## src/rtl/strobe_sample_buffer_pkg.sv

```systemverilog
// Shared definitions for the strobe sample buffer.
//   - capture state encodings (IDLE / RUN / HALT)
//   - sample widths and the I-high / Q-low packing of one sample pair
package strobe_sample_buffer_pkg;

  localparam int IQ_W     = 16;
  localparam int SAMPLE_W = 2 * IQ_W;   // one packed I/Q pair = 32 bits

  // Capture state encodings; kept as plain constants so legacy code that
  // compares against raw 2-bit codes keeps working.
  localparam logic [1:0] ST_IDLE = 2'b00;
  localparam logic [1:0] ST_RUN  = 2'b01;
  localparam logic [1:0] ST_HALT = 2'b10;

  // Packing order: I occupies the upper half, Q the lower half.
  typedef struct packed {
    logic [IQ_W-1:0] i;
    logic [IQ_W-1:0] q;
  } iq_pair_t;

  function automatic logic [SAMPLE_W-1:0] pack_iq(input logic [IQ_W-1:0] i_s,
                                                  input logic [IQ_W-1:0] q_s);
    iq_pair_t p;
    p.i = i_s;
    p.q = q_s;
    return p;
  endfunction

endpackage

```

## src/rtl/strobe_sample_buffer_if.sv

```systemverilog
// Sample-in / word-out bus of the strobe sample buffer.
//   strobe, i_in, q_in : sample pair from the strobe generator
//   out_data, out_valid: FIFO head word towards the packetiser
//   out_ready          : packetiser accepts the head word
// slave  = the buffer itself, master = the surrounding RX path / testbench.
interface strobe_sample_buffer_if;
  import strobe_sample_buffer_pkg::*;

  logic                strobe;
  logic [IQ_W-1:0]     i_in;
  logic [IQ_W-1:0]     q_in;
  logic [SAMPLE_W-1:0] out_data;
  logic                out_valid;
  logic                out_ready;

  modport master (
    output strobe, i_in, q_in, out_ready,
    input  out_data, out_valid
  );

  modport slave (
    input  strobe, i_in, q_in, out_ready,
    output out_data, out_valid
  );
endinterface

```

## src/rtl/strobe_sample_buffer_mem.sv

```systemverilog
// sample_fifo_mem: DEPTH x WIDTH two-port RAM, one write port and one
// registered read port.
//   clock, reset : clock and asynchronous active-low reset (read register only)
//   wr_en/addr/data : write port
//   rd_addr, rd_data: read address and registered read data
// A read of the address being written in the same cycle returns the new
// data, which gives the FIFO its one-clock fall-through.
module sample_fifo_mem #(
  parameter int ADDR_W = 4,
  parameter int WIDTH  = 32
) (
  input  logic              clock,
  input  logic              reset,
  input  logic              wr_en,
  input  logic [ADDR_W-1:0] wr_addr,
  input  logic [WIDTH-1:0]  wr_data,
  input  logic [ADDR_W-1:0] rd_addr,
  output logic [WIDTH-1:0]  rd_data
);

  localparam int DEPTH = 2 ** ADDR_W;

  logic [WIDTH-1:0] mem [DEPTH];

  always_ff @(posedge clock) begin
    if (wr_en) begin
      mem[wr_addr] <= wr_data;
    end
  end

  always_ff @(posedge clock or negedge reset) begin
    if (!reset) begin
      rd_data <= '0;
    end else if (wr_en && (wr_addr == rd_addr)) begin
      rd_data <= wr_data;
    end else begin
      rd_data <= mem[rd_addr];
    end
  end

endmodule

```

## src/rtl/strobe_sample_buffer.sv

```systemverilog
// strobe_sample_buffer: captures one I/Q pair per strobe into a circular
// FIFO and hands the packed words {I,Q} to the packetiser over valid/ready.
//   clock, reset    : clock, asynchronous active-low reset
//   enable          : capture enable; low flushes the FIFO and forces IDLE
//   clear_overrun   : pulse, clears the sticky overrun flag and leaves HALT
//   overrun         : sticky overrun indicator
//   level           : FIFO occupancy 0..DEPTH
//   bus             : strobe/i_in/q_in in, out_data/out_valid/out_ready out
module strobe_sample_buffer
  import strobe_sample_buffer_pkg::*;
#(
  parameter int ADDR_W          = 4,
  parameter bit HALT_ON_OVERRUN = 1'b1
) (
  input  logic              clock,
  input  logic              reset,
  input  logic              enable,
  input  logic              clear_overrun,
  output logic              overrun,
  output logic [ADDR_W:0]   level,
  strobe_sample_buffer_if.slave bus
);

  // Pointers carry one extra wrap bit so full and empty are distinguishable.
  logic [ADDR_W:0] wptr_reg, wptr_next;
  logic [ADDR_W:0] rptr_reg, rptr_next;
  logic [1:0]      state_reg, state_next;
  logic            overrun_reg, overrun_next;

  logic empty, full, in_run, wr, rd, ovr_event;

  assign empty = (wptr_reg == rptr_reg);
  assign full  = (wptr_reg[ADDR_W] != rptr_reg[ADDR_W]) &&
                 (wptr_reg[ADDR_W-1:0] == rptr_reg[ADDR_W-1:0]);

  assign in_run    = (state_reg == ST_RUN);
  // Full is judged before any same-cycle read: a strobe into a full FIFO is
  // always an overrun, even if the consumer frees a slot in that cycle.
  assign ovr_event = in_run && bus.strobe && full;
  // A flush cycle (enable low) takes nothing in, so the FIFO ends up empty.
  assign wr        = in_run && bus.strobe && !full && enable;
  assign rd        = bus.out_valid && bus.out_ready;

  always_comb begin
    wptr_next = wptr_reg + {{ADDR_W{1'b0}}, wr};
    rptr_next = rptr_reg + {{ADDR_W{1'b0}}, rd};
    if (!enable) begin
      rptr_next = wptr_reg;   // flush: discard all unread words
    end
  end

  always_comb begin
    state_next = state_reg;
    if (!enable) begin
      state_next = ST_IDLE;
    end else begin
      case (state_reg)
        ST_IDLE: state_next = ST_RUN;
        ST_RUN:  if (ovr_event && HALT_ON_OVERRUN) state_next = ST_HALT;
        ST_HALT: if (clear_overrun) state_next = ST_RUN;
        default: state_next = ST_IDLE;
      endcase
    end
  end

  // Set has priority over clear when both land in the same cycle.
  always_comb begin
    overrun_next = overrun_reg;
    if (ovr_event) begin
      overrun_next = 1'b1;
    end else if (clear_overrun) begin
      overrun_next = 1'b0;
    end
  end

  always_ff @(posedge clock or negedge reset) begin
    if (!reset) begin
      wptr_reg    <= '0;
      rptr_reg    <= '0;
      state_reg   <= ST_IDLE;
      overrun_reg <= 1'b0;
    end else begin
      wptr_reg    <= wptr_next;
      rptr_reg    <= rptr_next;
      state_reg   <= state_next;
      overrun_reg <= overrun_next;
    end
  end

  // Read address is the next head, so the registered read already holds the
  // new head word when the pointers update.
  sample_fifo_mem #(
    .ADDR_W (ADDR_W),
    .WIDTH  (SAMPLE_W)
  ) u_mem (
    .clock   (clock),
    .reset   (reset),
    .wr_en   (wr),
    .wr_addr (wptr_reg[ADDR_W-1:0]),
    .wr_data (pack_iq(bus.i_in, bus.q_in)),
    .rd_addr (rptr_next[ADDR_W-1:0]),
    .rd_data (bus.out_data)
  );

  assign bus.out_valid = !empty;
  assign level         = wptr_reg - rptr_reg;
  assign overrun       = overrun_reg;

endmodule

```

## src/flat_wrapper.sv

```systemverilog
// flat-port wrapper written by rule: the top's interface ports become plain ports
module strobe_sample_buffer_flat import strobe_sample_buffer_pkg::*;
#(
  parameter int ADDR_W          = 4,
  parameter bit HALT_ON_OVERRUN = 1'b1
)
  (clock, reset, enable, clear_overrun, overrun, level, bus_strobe, bus_i_in, bus_q_in, bus_out_ready, bus_out_data, bus_out_valid);
  strobe_sample_buffer_if bus_i ();
  input  logic clock;
  input  logic reset;
  input  logic enable;
  input  logic clear_overrun;
  output logic overrun;
  output logic [ADDR_W:0] level;
  input wire logic [$bits(bus_i.strobe)-1:0] bus_strobe;
  input wire logic [$bits(bus_i.i_in)-1:0] bus_i_in;
  input wire logic [$bits(bus_i.q_in)-1:0] bus_q_in;
  input wire logic [$bits(bus_i.out_ready)-1:0] bus_out_ready;
  output wire logic [$bits(bus_i.out_data)-1:0] bus_out_data;
  output wire logic [$bits(bus_i.out_valid)-1:0] bus_out_valid;
  assign bus_i.strobe = bus_strobe;
  assign bus_i.i_in = bus_i_in;
  assign bus_i.q_in = bus_q_in;
  assign bus_i.out_ready = bus_out_ready;
  assign bus_out_data = bus_i.out_data;
  assign bus_out_valid = bus_i.out_valid;
  strobe_sample_buffer #(.ADDR_W(ADDR_W), .HALT_ON_OVERRUN(HALT_ON_OVERRUN)) u_core (.clock(clock), .reset(reset), .enable(enable), .clear_overrun(clear_overrun), .overrun(overrun), .level(level), .bus(bus_i));
endmodule
```

## config.mk

```make
export PLATFORM = sky130hd
export DESIGN_NAME = strobe_sample_buffer_flat
export DESIGN_NICKNAME = d
export VERILOG_FILES = /design/src/rtl/strobe_sample_buffer_pkg.sv /design/src/rtl/strobe_sample_buffer_if.sv /design/src/rtl/strobe_sample_buffer_mem.sv /design/src/rtl/strobe_sample_buffer.sv /design/src/flat_wrapper.sv
export SDC_FILE = /design/constraint.sdc
export NUM_CORES = 1
export LEC_CHECK = 0
export BUFFER_PORTS_ARGS = -buffer_cell sky130_fd_sc_hd__clkbuf_2
export CAP_MARGIN = 20
export CORE_ASPECT_RATIO = 0.75
export CORE_MARGIN = 2
export CORE_UTILIZATION = 50
export CTS_BUF_LIST = sky130_fd_sc_hd__clkbuf_8
export CTS_CLUSTER_DIAMETER = 100
export DETAILED_ROUTE_END_ITERATION = 7
export PLACE_DENSITY = 0.77
export SLEW_MARGIN = 40
export SYNTH_ARGS = -nofsm -noshare
export SYNTH_HDL_FRONTEND = slang
export SYNTH_SLANG_ARGS = --single-unit
```

## constraint.sdc

```tcl
create_clock -name clock -period 13.03 [get_ports clock]
set_clock_uncertainty 0.15 [all_clocks]
set_input_delay 0 -clock clock [delete_from_list [all_inputs] [get_ports clock]]
set_output_delay 0 -clock clock [all_outputs]
set_load 0.01 [all_outputs]
```

# == Yosys cells after proc, flatten, opt, wreduce, memory -nomap -nowiden ==
# Memory sizes are Yosys's and may differ from the RTL's. A register that Yosys moved wholly into a read port is not among the register bits.
# Index checks and enable logic that the tools add are counted.
# op_classes
addsub,3
mul,0
div,0
n_lt_le_gt_ge,0
eq_ne,7
shifts,0
n_mux,9
bitwise,0
n_reduce_logical,12
# ops
op,n
adder 5 x 1 -> 5 bit,2
logical AND 1 bit,6
2-to-1 mux 2 bit,3
!= test 3 bit (second input constant),2
case mux 2 bit (3 select lines),1
== test 5 bit,1
2-to-1 mux 5 bit,1
subtractor 5 bit,1
== test 4 bit,1
2-to-1 mux 1 bit,4
zero test 1 bit,3
== test 2 x 1 -> 1 bit (second input constant),1
== test 2 bit (second input constant),1
zero test 2 bit,1
AND reduction 2 bit,1
nonzero test 2 bit,1
!= test 1 bit,1
# word_totals
register_bits,13
latch_bits,0
ram_bits,512
mem_bits_ro,0
inputBits,38
elab_cells,36
mem_count,1
# memory_table
name,depth,width,rd,rd_clocked_by_memory_dff,write_ports,line_no,source
u_core.u_mem.mem,16,32,1,1,1,strobe_sample_buffer_mem.sv:23,logic [WIDTH-1:0] mem [DEPTH];

# == Longest topological paths before layout ==
# Gate-level depths: netlist (run 1).
# depth
word_depth,7
mapped_depth,16

# == Hierarchy ==
# From an unflattened synthesis (run 1), not the netlist that was laid out.
# hier_totals
cells_unflattened,955
area_unflattened_um2,21182.8
# modules_own_cells
mod,n_inst,cells_per_inst,area_each_um2
sample_fifo_mem,1,879,20415.8
strobe_sample_buffer,1,76,767.0

# == Least setup slack after synthesis (run 1) ==
# OpenSTA, ideal clock, no wires.
# synth_timing
path_type,register -> register
startpoint,reg u_core.wptr_reg[0]
endpoint,"mem u_core.u_mem.mem[3][0], enable pin"
setup_time_ps,461
arrival_ps,3675
path_slack_ps,8744
stages_incl_launch_ff,8
path_buffers,0
synth_period_minus_slack_ps,4286
path_cell_list,dfrtp_1 inv_1 ha_1 and4_1 a21bo_1 inv_1 nand3_1 nor3_1
# synth_via
elab_chain_cells,7
# synth_rtl
item,line_no,source
start: declaration,strobe_sample_buffer.sv:25,"logic [ADDR_W:0] wptr_reg, wptr_next;"
start signal: assignment,strobe_sample_buffer.sv:83,wptr_reg <= wptr_next;
== test 4 bit,strobe_sample_buffer.sv:34,(wptr_reg[ADDR_W-1:0] == rptr_reg[ADDR_W-1:0]);
logical AND 1 bit,strobe_sample_buffer.sv:33,assign full = (wptr_reg[ADDR_W] != rptr_reg[ADDR_W]) &&
zero test 1 bit,strobe_sample_buffer.sv:41,assign wr = in_run && bus.strobe && !full && enable;
logical AND 1 bit (2 in a row),strobe_sample_buffer.sv:41,
2-to-1 mux 1 bit,strobe_sample_buffer_mem.sv:26,if (wr_en) begin
2-to-1 mux 1 bit (not written as such),strobe_sample_buffer_mem.sv:27,mem[wr_addr] <= wr_data;
end: declaration,strobe_sample_buffer_mem.sv:23,
# Several ways; a longest one is shown, not always the timed one.

# == Worst setup path after layout (run 1) ==
# layout_timing
startpoint,reg u_core.wptr_reg[2]
endpoint,"reg u_core.u_mem.rd_data[16], read port of u_core.u_mem.mem"
# layout_via
elab_chain_cells,5
# layout_rtl
item,line_no,source
== test 5 bit,strobe_sample_buffer.sv:32,assign empty = (wptr_reg == rptr_reg);
zero test 1 bit,strobe_sample_buffer.sv:105,assign bus.out_valid = !empty;
logical AND 1 bit,strobe_sample_buffer.sv:42,assign rd = bus.out_valid && bus.out_ready;
adder 5 x 1 -> 5 bit,strobe_sample_buffer.sv:46,"rptr_next = rptr_reg + {{ADDR_W{1'b0}}, rd};"
2-to-1 mux 5 bit (*),strobe_sample_buffer.sv:47,if (!enable) begin
end: declaration,strobe_sample_buffer_mem.sv:18,output logic [WIDTH-1:0] rd_data
# Every way passes the cells marked *; elsewhere a longest branch is shown, timed or not.
# A chain may end at the register's enable or synchronous reset.

==> impl_metrics.toml, run 1 <==
[synthesis]
synth_top_area_cell = "edfxtp_1"
syn-num-nets = 1323
ys_seq_elements = 557
ys_top_cells_by_count = "512 x edfxtp_1, 230 x nand2_1, 72 x nand3_1"
synth_edf_count = 512
synth_top_area_share_pct = 71.0
ys_types = 39
ys_async_sr_fraction_pct = 8.08
seq_area_frac_synth_pct = 76.2
yosys_warnings = 0
synthTopCellsByArea = "edfxtp_1 71%, mux4_2 6.7%, dfrtp_1 5.2%, nand2_1 4.0%, mux2_2 1.7%"
synth.cell_area_um2 = 21700
syn_inst = 1276
ys.flop_type = "edfxtp_1"
avgSynthCellArea_um2 = 17.0
yosysMostFrequentCell = "edfxtp_1"

[job]
drv_cap = 0

[grt]
gr-total-overflow = 0
grt_pass1_wl_um = 71300
grt_usage_pct = 21.2
antenna_found_initial = 0
grt_max_degree = 133
grt_pass1_vias = 12028

[cts]
cts_resized = 0
worstSkewPairLatency_ns = 0.64
root_buffer = "clkbuf_8"
clkTransAtPathRegs_ns = 0.07
tritoncts = "yes"
cts_buffers = 80
cts.htree.levels = 3
cts.sinks = 557
post-cts-setup-buffer-count = 0
clock_path_buffers = 3

[placement]
finalWeightedCongestion = 0.778
dp_cells = 1894
hpwl_um = 25600
dp_slack_ns = 7.97
port_buffers = 76

[cells_and_area]
seqCellArea_um2 = 16500
layout-drive-gt1-share_pct = 22.6
reg_top3 = "u_core.u_mem.mem x512, u_core.u_mem.rd_data x32"
fin_cells = 2084
top_register = "u_core.u_mem.mem"
synthToLayoutAreaGrowth_pct = 14.8
diodes = 0
fill_cells = 3165
final_nets = 1487
largest_reg_flops = 512
multi_input_area_um2 = 4910

[die]
die_w_um = 244
core_area_um2 = 43000
rows = 66
start_util_pct = 50.3
die_area_um2 = 45000
die_y_um = 184
ioPinCount = 77

[sta]
rsz0062_at_grt = "no"
setup_tns_ns = 0
worst_slew_pin_slew_ns = 0.812
setup_viol = 0
slew_headroom_pct = 45.9
period_share_pct = 39.3
timing.hold.ws_ns = 0.187
fin_crit_ns = 5.12
fin_ws_ns = 7.91
max_freq_ghz = 0.195
drv_slew = 0
final_hold_viol_count = 0

[pwr]
vdd_drop_max_v = 0.000160
leakage_nw = 8.61
fin_total_pwr_mw = 5.10
power.density_nw_per_um2 = 205

[route]
drc_errors = 0
ant_nets = 0
drt_pass1_iterations = 5
wl_um = 46600
post_drt_via_cell_ratio = 5.72
vias = 11928
wl_per_cell_um = 22.4
drt_iter0_drc = 1186

[setup_path]
crit_type = "flip-flop to flip-flop"
end_kind = "flip-flop"
cp.required_ns = 13.36
critical_path_arrival_ns = 5.45
startpoint_type = "flip-flop"
crit_fanout = 83

[worst_hold_path]
hold_path_class = "input port to flip-flop"

[status]
status = "finished clean"
-- placed cells by master (no fill, tap or decap), drive strengths merged --
cell type and instances:
edfxtp 512, nand2 230, clkbuf 162, nand3 72
mux4 64, nor2 49, inv 46, dfrtp 45
dlygate4sd3 39, buf 39, mux2i 34, mux2 33
a32oi 32, nand4 32, a31oi 32, clkinv 26
xnor2 10, ha 8, xor2 6, nor3 5
a21o 4, a21oi 4, clkinvlp 4, nand2b 3
and2 2, o32ai 2, and4 1, and4b 1
a21bo 1, or4 1, a32o 1, and3b 1
a31o 1, o22ai 1, nor2b 1, fa 1
bufinv 1
-- worst max-delay path, cell delays in order, from the launching register on --
cell     delay [ns]
dfrtp_1        0.85
ha_1           0.33
and4_1         0.24
nand2_1        0.08
and2_1         0.17
ha_1           0.33
mux2i_4        0.18
buf_12         0.34
buf_16         0.40
buf_4          0.74
mux4_2         0.61
mux2_2         0.28
nand2_1        0.06
a31oi_1        0.08
-- cell type report --
type | count | area share, %
Sequential cell | 557 | 66.4
Multi-Input combinational cell | 632 | 19.7
Timing Repair Buffer | 154 | 4.84
Clock buffer | 86 | 4.76
Tap cell | 578 | 2.91
Clock inverter | 62 | 1.17
Inverter | 15 | 0.226
-- where the power goes --
| part | internal (mW) | switching (mW) | total, mW |
|---|---|---|---|
| clock network | 0.631 | 0.636 | 1.27 |
| registers | 2.07 | 0.0700 | 2.13 |
| logic | 0.722 | 0.975 | 1.70 |
| total | 3.42 | 1.68 | 5.10 |
-- worst paths after layout --
path | start | to | slack [ns] | cells after the start
min reg2reg | u_core.wptr_reg[4]$_DFF_PN0_ | u_core.wptr_reg[4]$_DFF_PN0_ | 0.42 | 1
max | u_core.wptr_reg[2]$_DFF_PN0_ | u_core.u_mem.rd_data[16]$_DFF_PN0_ | 7.91 | 13
min in group asynchronous | reset | u_core.u_mem.rd_data[24]$_DFF_PN0_ | 0.33 | 4
min | bus_i_in[8] | u_core.u_mem.mem[12][24]$_DFFE_PP_ | 0.19 | 2
max in group asynchronous | reset | u_core.u_mem.rd_data[4]$_DFF_PN0_ | 11.88 | 5
max reg2reg | u_core.wptr_reg[2]$_DFF_PN0_ | u_core.u_mem.rd_data[16]$_DFF_PN0_ | 7.91 | 13
-- per-stage QoR --
step	util [%]	instance area, um^2
2_1_floorplan	-	21700
3_3_place_gp	52.9	22800
3_5_place_dp	53.3	22900
4_1_cts	57.6	24800
5_1_grt	57.8	24900
6_report	57.8	24900
-- layer usage --
layer	share of wire, %	track usage, %	vias up	wire [um]
met5	0	0	-	0
met4	1.9	7.44	0	899
met3	7.8	4.72	78	3620
met2	48	33.0	482	22300
met1	43	29.9	6110	19800
li1	-	-	5258	-
-- what timing repair did --
item	CTS	global route
hold buffers	39	0
endpoints found under the setup margin	0	0
endpoints found under the hold margin	594	0
-- kinds of logic after synthesis --
family,after synthesis,synth area share [%]
adders and majority gates,9,0.555
and+or+nand+nor,398,7.87
muxes,131,10.0
AOI/OAI and AO/OA,78,2.69
xor gates and xnor gates,16,0.647
DFF,557,76.2
buffers and inverters,87,2.06
(Power assumes the default switching activity.)
==> inputs of run 2 (changes only) <==
clock period = 5.2 ns   (was 13.03 ns; I/O delays follow)
==> run 2 against run 1 <==
Sequential share of layout area is essentially flat. Final cell count grew 0.38%. Die area is the same. Critical path depth is the same. Register-to-register slack lost 7.2 ns. Sequential cell count is the same. Critical endpoint is now u_core.u_mem.rd_data[0]$_DFF_PN0_.
==> impl_metrics.toml, run 2 (synthesis results as in run 1) <==
[status]
status = "finished clean"

[cts]
cts.htree.levels = 3
clkTransAtPathRegs_ns = 0.07
tritoncts = "yes"
cts.sinks = 557
ctsHoldBuffers = 39
worstSkewPairLatency_ns = 0.65
cts_resized = 0
post-cts-setup-buffer-count = 0
cts_buffers = 80
clock_path_buffers = 3
root_buffer = "clkbuf_8"

[setup_path]
cp_num_buf_inv = 2
end_kind = "flip-flop"
crit_top_cell = "ha_1"
startpoint_type = "flip-flop"
cp.required_ns = 5.54
cp_top_family = "simple AND/OR/NAND/NOR gates"
crit_chain = "ha_1 > and4_1 > nand2_1 > and2_1 > ha_1 > ha_1 > xor2_1 > buf_4 > xor2_1 > or4_2 > buf_4 > nor2_1 > a31oi_1"
cpMaxStageDelayCell = "or4_2"
crit_fanout = 35
critical_path_arrival_ns = 4.83
crit_type = "flip-flop to flip-flop"
max_stage_delay_ns = 1.07

[grt]
grt_usage_pct = 21.0
grt_pass1_wl_um = 70300
grt_max_degree = 48
gr-total-overflow = 0
antenna_found_initial = 0
grt_pass1_vias = 11968

[worst_hold_path]
hold_path_class = "input port to flip-flop"

[pwr]
vdd_drop_max_v = 0.000331
power.density_nw_per_um2 = 521
leakage_nw = 8.66

[cells_and_area]
fill_cells = 3158
reg_top3 = "u_core.u_mem.mem x512, u_core.u_mem.rd_data x32"
final_nets = 1499
synthToLayoutAreaGrowth_pct = 14.8
final_cell_mix = "512 x edfxtp_1, 230 x nand2_1, 90 x clkbuf_8, 76 x clkbuf_2, 72 x nand3_1"
largest_reg_flops = 512
final_common_cell = "edfxtp_1"
diodes = 0
top_register = "u_core.u_mem.mem"
layout-drive-gt1-share_pct = 23.1
fin_cells = 2092

[sta]
rsz0062_at_grt = "no"
fin_crit_ns = 4.48
timing.hold.ws_ns = 0.168
fin_ws_ns = 0.716
slew_headroom_pct = 45.6
setup_viol = 0
final_hold_viol_count = 0
max_freq_ghz = 0.223
period_share_pct = 86.2
drv_slew = 0
worst_slew_pin_slew_ns = 0.815
setup_tns_ns = 0

[job]
drv_cap = 0

[placement]
finalWeightedCongestion = 0.797
dp_cells = 1909
port_buffers = 76
hpwl_um = 27200
dp_slack_ns = 0.797

[route]
post_drt_via_cell_ratio = 5.70
ant_nets = 0
vias = 11934
wl_per_cell_um = 22.3
drt_iter0_drc = 1240
drc_errors = 0
wl_um = 46600
drt_pass1_iterations = 7

[die]
core_area_um2 = 43000
start_util_pct = 50.3
rows = 66
ioPinCount = 77
die_area_um2 = 45000
die_y_um = 184
die_w_um = 244
run 2: changes by cell type in the layout (fill, tap and decap cells not counted), moves of 2 or more:
| cell | change |
|---|---|
| buf_12 | +2 |
| buf_16 | -4 |
| buf_4 | +18 |
| buf_8 | -3 |
| clkbuf_8 | +4 |
| clkinv_1 | -5 |
| clkinv_2 | -5 |
| clkinvlp_4 | -2 |
| inv_1 | +2 |
| inv_8 | +2 |
run 2: per-stage QoR:
step	utilization, %	cell area (um^2)	power [mW]
final	57.8	24900	12.9
after global routing	57.8	24900	13.6
after CTS	57.8	24900	13.0
after detailed placement	53.4	23000	9.83
after global placement	53.4	23000	9.70
after floorplan	-	21700	8.49
run 2: worst reg2reg max path: cells and delay by family, from the launching register on:
kind	cells	cell delay [ns]
AOI/OAI and AO/OA	1	0.06
xor gates and xnor gates	2	0.29
adders and majority gates	3	0.75
and+or+nand+nor	5	1.69
buffers and inverters	2	0.56
DFF	1	0.86
run 2: final cells by class:
type / count / area, um^2 / share of cell area (%)
multi-input cells: 632 / 4890 / 19.7
clock buffers: 90 / 1240 / 4.98
flip-flops and latches: 557 / 16500 / 66.4
inverters: 15 / 56.3 / 0.226
well taps: 578 / 723 / 2.91
clock inverters: 54 / 240 / 0.966
repair buffers: 166 / 1210 / 4.87
run 2: report_power, final:
part	total, mW	switching (mW)	internal (mW)
Combinational	4.39	2.48	1.90
Clock	3.19	1.60	1.59
Sequential	5.36	0.186	5.17
Total	12.9	4.27	8.67
run 2: path summary, 6_finish.rpt:
path	depth (start not counted)	slack, ns	to	start
worst max-delay path	13	0.72	u_core.u_mem.rd_data[0]$_DFF_PN0_	u_core.wptr_reg[2]$_DFF_PN0_
worst min-delay path	2	0.17	u_core.u_mem.mem[12][20]$_DFFE_PP_	bus_i_in[4]
worst max register to register	13	0.72	u_core.u_mem.rd_data[0]$_DFF_PN0_	u_core.wptr_reg[2]$_DFF_PN0_
worst min register to register	1	0.41	u_core.wptr_reg[4]$_DFF_PN0_	u_core.wptr_reg[4]$_DFF_PN0_
max in group asynchronous	4	3.94	u_core.u_mem.rd_data[0]$_DFF_PN0_	reset
min in group asynchronous	4	0.48	u_core.u_mem.rd_data[14]$_DFF_PN0_	reset
run 2: routing by layer:
| metal | global-route usage (%) | part of all wire [%] | routed length, um |
|---|---|---|---|
| met1 | 29.4 | 42 | 19600 |
| met2 | 33.3 | 48 | 22400 |
| met3 | 4.44 | 7.8 | 3620 |
| met4 | 6.59 | 2.1 | 982 |
| met5 | 0 | 0 | 0 |
==> inputs of run 3 (changes only) <==
PLACE_DENSITY = 0.78   (was 0.77)
==> run 3 against run 2 <==
Die area stayed put. Register-to-register slack better by 0.47 ns. Highest routed layer unchanged. Final cell count is 0.38% lower. Fmax is 12% higher. Non-clock buffer count is 8 lower. Largest power group unchanged. Sequential cell count stayed put. Largest cell class unchanged.
==> impl_metrics.toml, run 3 (synthesis results as in run 1) <==
[sta]
final_hold_viol_count = 0
period_share_pct = 77.1
worst_slew_pin_slew_ns = 0.797
setup_viol = 0
drv_slew = 0
slew_headroom_pct = 46.7
fin_crit_ns = 4.01
setup_tns_ns = 0
rsz0062_at_grt = "no"
max_freq_ghz = 0.249

[cts]
cts.htree.levels = 3
worstSkewPairLatency_ns = 0.64
tritoncts = "yes"
root_buffer = "clkbuf_8"
cts_resized = 0
clkTransAtPathRegs_ns = 0.07
cts.sinks = 557
clock_path_buffers = 3
post-cts-setup-buffer-count = 0
cts_buffers = 79
ctsHoldBuffers = 39

[grt]
gr-total-overflow = 0
antenna_found_initial = 0
grt_usage_pct = 21.0
grt_pass1_vias = 11746
grt_pass1_wl_um = 70400
grt_max_degree = 77

[die]
ioPinCount = 77
start_util_pct = 50.3
core_area_um2 = 43000
die_area_um2 = 45000
die_y_um = 184
die_w_um = 244
rows = 66

[cells_and_area]
top_register = "u_core.u_mem.mem"
fill_cells = 3101
final_nets = 1490
final_common_cell = "edfxtp_1"
reg_top3 = "u_core.u_mem.mem x512, u_core.u_mem.rd_data x32"
final_area_um2 = 24900
largest_reg_flops = 512
diodes = 0
seqCellArea_um2 = 16500
synthToLayoutAreaGrowth_pct = 14.7
final_cell_mix = "512 x edfxtp_1, 230 x nand2_1, 89 x clkbuf_8, 76 x clkbuf_2, 72 x nand3_1"
multi_input_area_um2 = 4890
fin_cells = 2084
layout-drive-gt1-share_pct = 22.5

[setup_path]
crit_fanout = 28
crit_chain = "ha_1 > and4_1 > nand2_1 > and2_1 > ha_1 > ha_1 > mux2_4 > buf_4 > mux4_2 > mux2_2 > nand2_1 > a31oi_1"
max_stage_delay_ns = 0.55
crit_type = "flip-flop to flip-flop"
critPathLaunch = "u_core.wptr_reg[3]$_DFF_PN0_"
r2r-start = "u_core.wptr_reg[3]$_DFF_PN0_"
cp_top_family = "multiplexers"
cp_num_buf_inv = 1
critical_path_arrival_ns = 4.36
cp.required_ns = 5.54
end_kind = "flip-flop"
startpoint_type = "flip-flop"
crit_top_cell = "ha_1"
cpMaxStageDelayCell = "dfrtp_1"

[route]
drt_pass1_iterations = 5
post_drt_via_cell_ratio = 5.76
drc_errors = 0
drt_iter0_drc = 1392
wl_um = 46900
ant_nets = 0
vias = 11998
wl_per_cell_um = 22.5

[pwr]
leakage_nw = 8.65
vdd_drop_max_v = 0.000354
power.density_nw_per_um2 = 524

[status]
status = "finished clean"

[placement]
finalWeightedCongestion = 0.780
port_buffers = 76
hpwl_um = 26000
placed_cell_area_um2 = 22900
dp_cells = 1900

[worst_hold_path]
min_from = "bus_out_ready"
hold_path_class = "input port to flip-flop"

[job]
drv_cap = 0
==> run 3: cell types whose count changed in the layout (fill, tap and decap cells not counted), sizes merged <==
cell and delta:
buf -8, bufinv +2, clkbuf -1, clkinv -3, clkinvlp -1, inv +3
==> run 3: power by group <==
| part | switching [mW] | leakage, nW | internal (mW) | total [mW] |
|---|---|---|---|---|
| Combinational | 2.54 | 2.59 | 1.88 | 4.42 |
| Clock | 1.58 | 0.909 | 1.67 | 3.26 |
| Sequential | 0.162 | 5.15 | 5.18 | 5.34 |
==> run 3: metal layers <==
| layer | part of all wire [%] | GRT usage [%] | wire, um |
|---|---|---|---|
| met2 | 48 | 33.6 | 22500 |
| met5 | 0 | 0 | 0 |
| met3 | 7.8 | 4.05 | 3660 |
| met4 | 2.0 | 6.12 | 947 |
| met1 | 42 | 29.7 | 19800 |
==> run 3: metrics by stage <==
stage	utilization, %	worst slack (ns)	power [mW]	hold slack (ns)
3_3_place_gp	53.2	1.01	9.65	0.0275
4_1_cts	57.7	1.20	13.1	0.125
3_5_place_dp	53.3	1.22	9.81	0.0292
2_1_floorplan	-	0.914	8.49	-0.446
6_report	57.8	1.19	13.0	0.149
5_1_grt	57.8	1.04	13.6	0.182
==> run 3: final timing paths <==
path	slack (ns)	endpoint	cells after the start
setup / recovery	1.19	u_core.u_mem.rd_data[10]$_DFF_PN0_	12
hold / removal	0.15	u_core.rptr_reg[4]$_DFF_PN0_	7
setup reg to reg	1.19	u_core.u_mem.rd_data[10]$_DFF_PN0_	12
hold reg to reg	0.43	u_core.wptr_reg[4]$_DFF_PN0_	1
max in group asynchronous	3.93	u_core.u_mem.rd_data[0]$_DFF_PN0_	4
min in group asynchronous	0.44	u_core.u_mem.rd_data[22]$_DFF_PN0_	4
==> run 3: cell type report <==
| cell class | count | area share (%) |
|---|---|---|
| Multi-Input combinational cell | 632 | 19.7 |
| Inverter | 15 | 0.227 |
| Clock buffer | 89 | 4.93 |
| Sequential cell | 557 | 66.4 |
| Clock inverter | 55 | 1.19 |
| Timing Repair Buffer | 158 | 4.66 |
| Tap cell | 578 | 2.91 |
==> run 3: worst register-to-register path, stage by stage (launching register included) <==
cell     delay (ns)
dfrtp_1        0.55
ha_1           0.41
and4_1         0.24
nand2_1        0.08
and2_1         0.17
ha_1           0.20
ha_1           0.41
mux2_4         0.52
buf_4          0.35
mux4_2         0.35
mux2_2         0.28
nand2_1        0.07
a31oi_1        0.09
